[config.mk]
export PLATFORM = sky130hd
export DESIGN_NAME = fifo_wr_ctrl
export DESIGN_NICKNAME = d
export VERILOG_FILES = /design/src/rtl/fifo_wr_ctrl_pkg.sv /design/src/rtl/fifo_ptr_sync.sv /design/src/rtl/fifo_wr_ctrl.sv
export SDC_FILE = /design/constraint.sdc
export NUM_CORES = 1
export LEC_CHECK = 0
export ABC_AREA = 1
export CAP_MARGIN = 30
export CORE_ASPECT_RATIO = 1.1
export CORE_MARGIN = 8
export CORE_UTILIZATION = 35
export CTS_BUF_LIST = sky130_fd_sc_hd__clkbuf_16
export DETAILED_ROUTE_END_ITERATION = 10
export DONT_BUFFER_PORTS = 1
export GPL_ROUTABILITY_DRIVEN = 0
export GPL_TIMING_DRIVEN = 0
export RECOVER_POWER = 25
export SLEW_MARGIN = 20
export SYNTH_ARGS = -nofsm -noshare
export SYNTH_HDL_FRONTEND = slang
export SYNTH_SLANG_ARGS = --single-unit
export TNS_END_PERCENT = 10
[constraint.sdc]
create_clock -name I_WR_CLK -period 4.3 [get_ports I_WR_CLK]
set_input_delay 0.86 -clock I_WR_CLK [delete_from_list [all_inputs] [get_ports I_WR_CLK]]
set_output_delay 0.86 -clock I_WR_CLK [all_outputs]
set_load 0.1 [all_outputs]
[src/rtl/fifo_wr_ctrl_pkg.sv]
// Shared async-FIFO helpers: pointer code conversion and
// default geometry, used by both the write and read controllers.
package fifo_wr_ctrl_pkg;

   localparam int FIFO_AW = 4;
   localparam int DEPTH   = 2 ** FIFO_AW;
   localparam int PTR_W   = FIFO_AW + 1;

   // Binary to reflected Gray; zero-extended inputs stay exact.
   function automatic logic [31:0] bin2gray(input logic [31:0] b);
      return b ^ (b >> 1);
   endfunction

   // Reflected Gray to binary; zero upper bits do not disturb
   // the low-order result, so narrower pointers may be widened.
   function automatic logic [31:0] gray2bin(input logic [31:0] g);
      logic [31:0] b;
      b[31] = g[31];
      for (int i = 30; i >= 0; i--) begin
         b[i] = b[i+1] ^ g[i];
      end
      return b;
   endfunction

endpackage

[src/rtl/fifo_ptr_sync.sv]
// Multi-bit flop chain carrying a Gray pointer across clock
// domains; only one bit changes per source cycle.
module fifo_ptr_sync
   import fifo_wr_ctrl_pkg::*;
#(
   parameter int W      = PTR_W,
   parameter int STAGES = 2
) (
   input  logic         I_CLK,
   input  logic         I_RST,
   input  logic [W-1:0] I_D,
   output logic [W-1:0] O_Q
);

   logic [W-1:0] q [STAGES];

   // Shift the foreign pointer through the synchroniser stages.
   always_ff @(posedge I_CLK or posedge I_RST) begin
      if (I_RST) begin
         for (int i = 0; i < STAGES; i++) begin
            q[i] <= '0;
         end
      end else begin
         q[0] <= I_D;
         for (int i = 1; i < STAGES; i++) begin
            q[i] <= q[i-1];
         end
      end
   end

   assign O_Q = q[STAGES-1];

endmodule

[src/rtl/fifo_wr_ctrl.sv]
// Write-side pointer and flag controller of the async FIFO.
// Owns the write address/Gray pointer and full/level flags.
module fifo_wr_ctrl
   import fifo_wr_ctrl_pkg::*;
#(
   parameter int AW          = FIFO_AW,
   parameter int AF_LVL      = DEPTH - 4,
   parameter int SYNC_STAGES = 2
) (
   input  logic          I_WR_CLK,
   input  logic          I_WR_RST,
   input  logic          I_WR_EN,
   input  logic          I_WR_OVF_CLR,
   input  logic [AW:0]   I_WR_RD_PTR,
   output logic          O_WR_MEM_EN,
   output logic [AW-1:0] O_WR_ADDR,
   output logic [AW:0]   O_WR_PTR,
   output logic          O_WR_FULL,
   output logic          O_WR_ALMOST_FULL,
   output logic [AW:0]   O_WR_LEVEL,
   output logic          O_WR_OVERFLOW
);

   localparam int PW = AW + 1;

   logic [PW-1:0] bin_q;
   logic [PW-1:0] bin_next;
   logic [PW-1:0] gray_next;
   logic [PW-1:0] rd_sync;
   logic [PW-1:0] rd_bin;
   logic [PW-1:0] full_cmp;
   logic [PW-1:0] level_next;
   logic          accept;
   logic          full_next;
   logic          af_next;
   logic          ovf_next;

   fifo_ptr_sync #(
      .W      (PW),
      .STAGES (SYNC_STAGES)
   ) u_rd_sync (
      .I_CLK (I_WR_CLK),
      .I_RST (I_WR_RST),
      .I_D   (I_WR_RD_PTR),
      .O_Q   (rd_sync)
   );

   // Next pointer, flag and level values for this write edge.
   always_comb begin
      accept     = I_WR_EN & ~O_WR_FULL & ~I_WR_RST;
      bin_next   = bin_q + PW'(accept);
      gray_next  = PW'(bin2gray(32'(bin_next)));
      rd_bin     = PW'(gray2bin(32'(rd_sync)));
      full_cmp   = {~rd_sync[AW:AW-1], rd_sync[AW-2:0]};
      full_next  = (gray_next == full_cmp);
      level_next = bin_next - rd_bin;
      af_next    = (32'(level_next) >= AF_LVL);
      ovf_next   = (I_WR_EN & O_WR_FULL)
                 | (O_WR_OVERFLOW & ~I_WR_OVF_CLR);
   end

   // Register pointers and all status flags.
   always_ff @(posedge I_WR_CLK or posedge I_WR_RST) begin
      if (I_WR_RST) begin
         bin_q            <= '0;
         O_WR_PTR         <= '0;
         O_WR_FULL        <= 1'b0;
         O_WR_ALMOST_FULL <= 1'b0;
         O_WR_LEVEL       <= '0;
         O_WR_OVERFLOW    <= 1'b0;
      end else begin
         bin_q            <= bin_next;
         O_WR_PTR         <= gray_next;
         O_WR_FULL        <= full_next;
         O_WR_ALMOST_FULL <= af_next;
         O_WR_LEVEL       <= level_next;
         O_WR_OVERFLOW    <= ovf_next;
      end
   end

   assign O_WR_MEM_EN = accept;
   assign O_WR_ADDR   = bin_q[AW-1:0];

endmodule

==> flow_metrics.tcl <==
set metrics [dict create \
    maxSlewHeadroom_pct 34.35 \
    arrival_ns 3.49 \
    yosys-top-cells-count "nand2_1 (43), dfrtp_1 (27), inv_1 (19)" \
    num_vias 889 \
    core-area_um2 3358 \
    tightest_slew_ns 0.9848 \
    yosysMostFrequentCell "nand2_1" \
    hold_viol_final 0 \
    area_growth_pct 17.48 \
    fin_skew_ns 0.001230 \
    tritoncts "built" \
    wirelength_mm 2.257 \
    dp.cells 181 \
    drv_cap 0 \
    outcome "completed" \
    synth-seq-cells 27 \
    io_buffers 0 \
    yosys_warnings 0 \
    clkSinkCount 27 \
    diodes 0 \
    worstPathMaxFanout 16 \
    synth_cells 131 \
    die_x_um 72.55 \
    holdWs_ns 0.3479 \
    setup_viol_count_final 0 \
    postCtsHoldBufs 0 \
    min_period_over_period_pct 77.80 \
    dieArea_um2 5674 \
    min_path_type "reg2reg" \
    critical_path_required_ns 4.44 \
    fin_util_pct 43.07 \
    ioPinCount 27 \
    path_clk_slew_ns 0.06 \
    synth_area_leaders "dfrtp_1 (55%), nand2_1 (13%), ha_1 (7.1%)" \
    cts_resized 0 \
    hpwlAfterDp_mm 1.811 \
    postCtsSetupBuffers 0 \
    antenna_found_initial 0 \
    wire_per_inst_um 12.07 \
    worst-setup-path-type "in2reg" \
    syn_nets 148 \
    clock_latency_ns 0.26 \
    grt.total_usage_pct 8.283 \
    cts_root_buf "clkbuf_16" \
    grt_pass1_wl_mm 3.760 \
    async_reset_ff_share_pct 100.0 \
    drive_above_1_share_pct 7.194 \
    dieHeight_um 78.21 \
    rsz0062_at_grt "false" \
    cts_max_level 1 \
    end_kind "register" \
    synth_flop_cell "dfrtp_1" \
    clockBufferDepth 2 \
    cts_buffers 3 \
    drt_iter0_drc 31 \
    synth_area_um2 1231 \
    synth_enable_flop_cells 0 \
    fp-row-count 22 \
    crit_path_start_kind "input port" \
    ant_nets 0 \
    fmax_ghz 0.2989 \
    slew_violations 0 \
    fin_cells 187 \
    grt_pass1_vias 881 \
    grt-ovfl-total 0 \
    setup-tns-final_ns 0 \
    start_util_pct 36.66 \
    drc 0 \
    grt_max_degree 17 \
    drt_pre_antenna_iters 4 \
    avgSynthCellArea_um2 9.398 \
    vias_per_cell 4.754 \
    synth_largest_area_cell "dfrtp_1" \
    nets 157 \
    synth_top_area_share_pct 54.88 \
    finalCriticalPeriod_ns 3.345 \
    yosysUniqueCellTypes 17 \
    yosysSeqAreaShare_pct 54.88 \
]
-- through the flow --
step	setup WS, ns	cell area, um2
floorplan	0.08552	1234
global placement	-0.3069	1294
detailed placement	0.6549	1336
CTS	0.9127	1415
global route	0.6259	1446
finish	0.9547	1446
-- state kept, by name, summed over array words and instances (netlist names) --
name / cells
O_WR_LEVEL: 5
u_rd_sync.q: 5
u_rd_sync.O_Q: 5
O_WR_PTR: 5
O_WR_ALMOST_FULL: 1
bin_q: 4
O_WR_FULL: 1
O_WR_OVERFLOW: 1
-- routing by layer --
metal	wire length, um	track usage, %	share of wire (%)
met1	944	8.276	42
met5	0	0	0
met3	188	4.066	8.3
met4	25	2.405	1.1
met2	1099	14.70	49
-- layout by cell type, fill, tap and decap left out --
cell and n:
nand2_1 43, fa_1 1, buf_8 1, or2_1 2
dfrtp_1 27, a21oi_1 1, clkbuf_1 1, nand4_1 4
xor2_2 1, ha_1 7, buf_16 2, xnor2_2 1
nor2_2 1, buf_6 1, o21ai_0 2, clkbuf_16 3
xnor2_1 1, a211oi_1 1, xor2_1 2, inv_1 20
nor2_1 3, nand3_1 14
-- cells by family after synthesis --
logic type,Yosys count,share of synthesized area [%]
fa+ha+maj,8,8.740
flops,27,54.88
xor+xnor,5,4.778
compound gates,4,1.829
buf+inv,20,6.707
simple gates,67,23.07
-- worst max-delay path: stages --
cell and delay [ns]:
inv_1 0.39, buf_16 0.22, nand2_1 0.07, nor2_2 0.13, ha_1 0.27, ha_1 0.27
inv_1 0.06, nand2_1 0.10, nand2_1 0.10, inv_1 0.14, ha_1 0.28, nand2_1 0.09
nor2_1 0.04, a211oi_1 0.22, or2_1 0.16, nand3_1 0.06
-- layout make-up --
cell class	instances	area, um2
inverter	19	71.32
buffer	1	11.26
timing repair buffer	4	73.82
multi-input combinational	84	475.5
tap	48	60.06
fill	335	1912
clock inverter	1	3.754
sequential	27	675.6
clock buffer	3	75.07
-- path summary, 6_finish.rpt --
kind                       slack, ns  depth (start not counted)                startpoint                    endpoint
min in group asynchronous       0.54                          1                  I_WR_RST    u_rd_sync.q[5]$_DFF_PP0_
setup / recovery                0.95                         16                  I_WR_RST  O_WR_ALMOST_FULL$_DFF_PP0_
hold / removal                  0.35                          0  u_rd_sync.q[8]$_DFF_PP0_  u_rd_sync.O_Q[3]$_DFF_PP0_
max in group asynchronous       3.30                          2                  I_WR_RST     O_WR_OVERFLOW$_DFF_PP0_
setup reg to reg                1.23                         13       O_WR_FULL$_DFF_PP0_  O_WR_ALMOST_FULL$_DFF_PP0_
hold reg to reg                 0.35                          0  u_rd_sync.q[8]$_DFF_PP0_  u_rd_sync.O_Q[3]$_DFF_PP0_
Power is not shown: default switching activity piles up to over one toggle a cycle in this logic, so the estimate is an artifact.
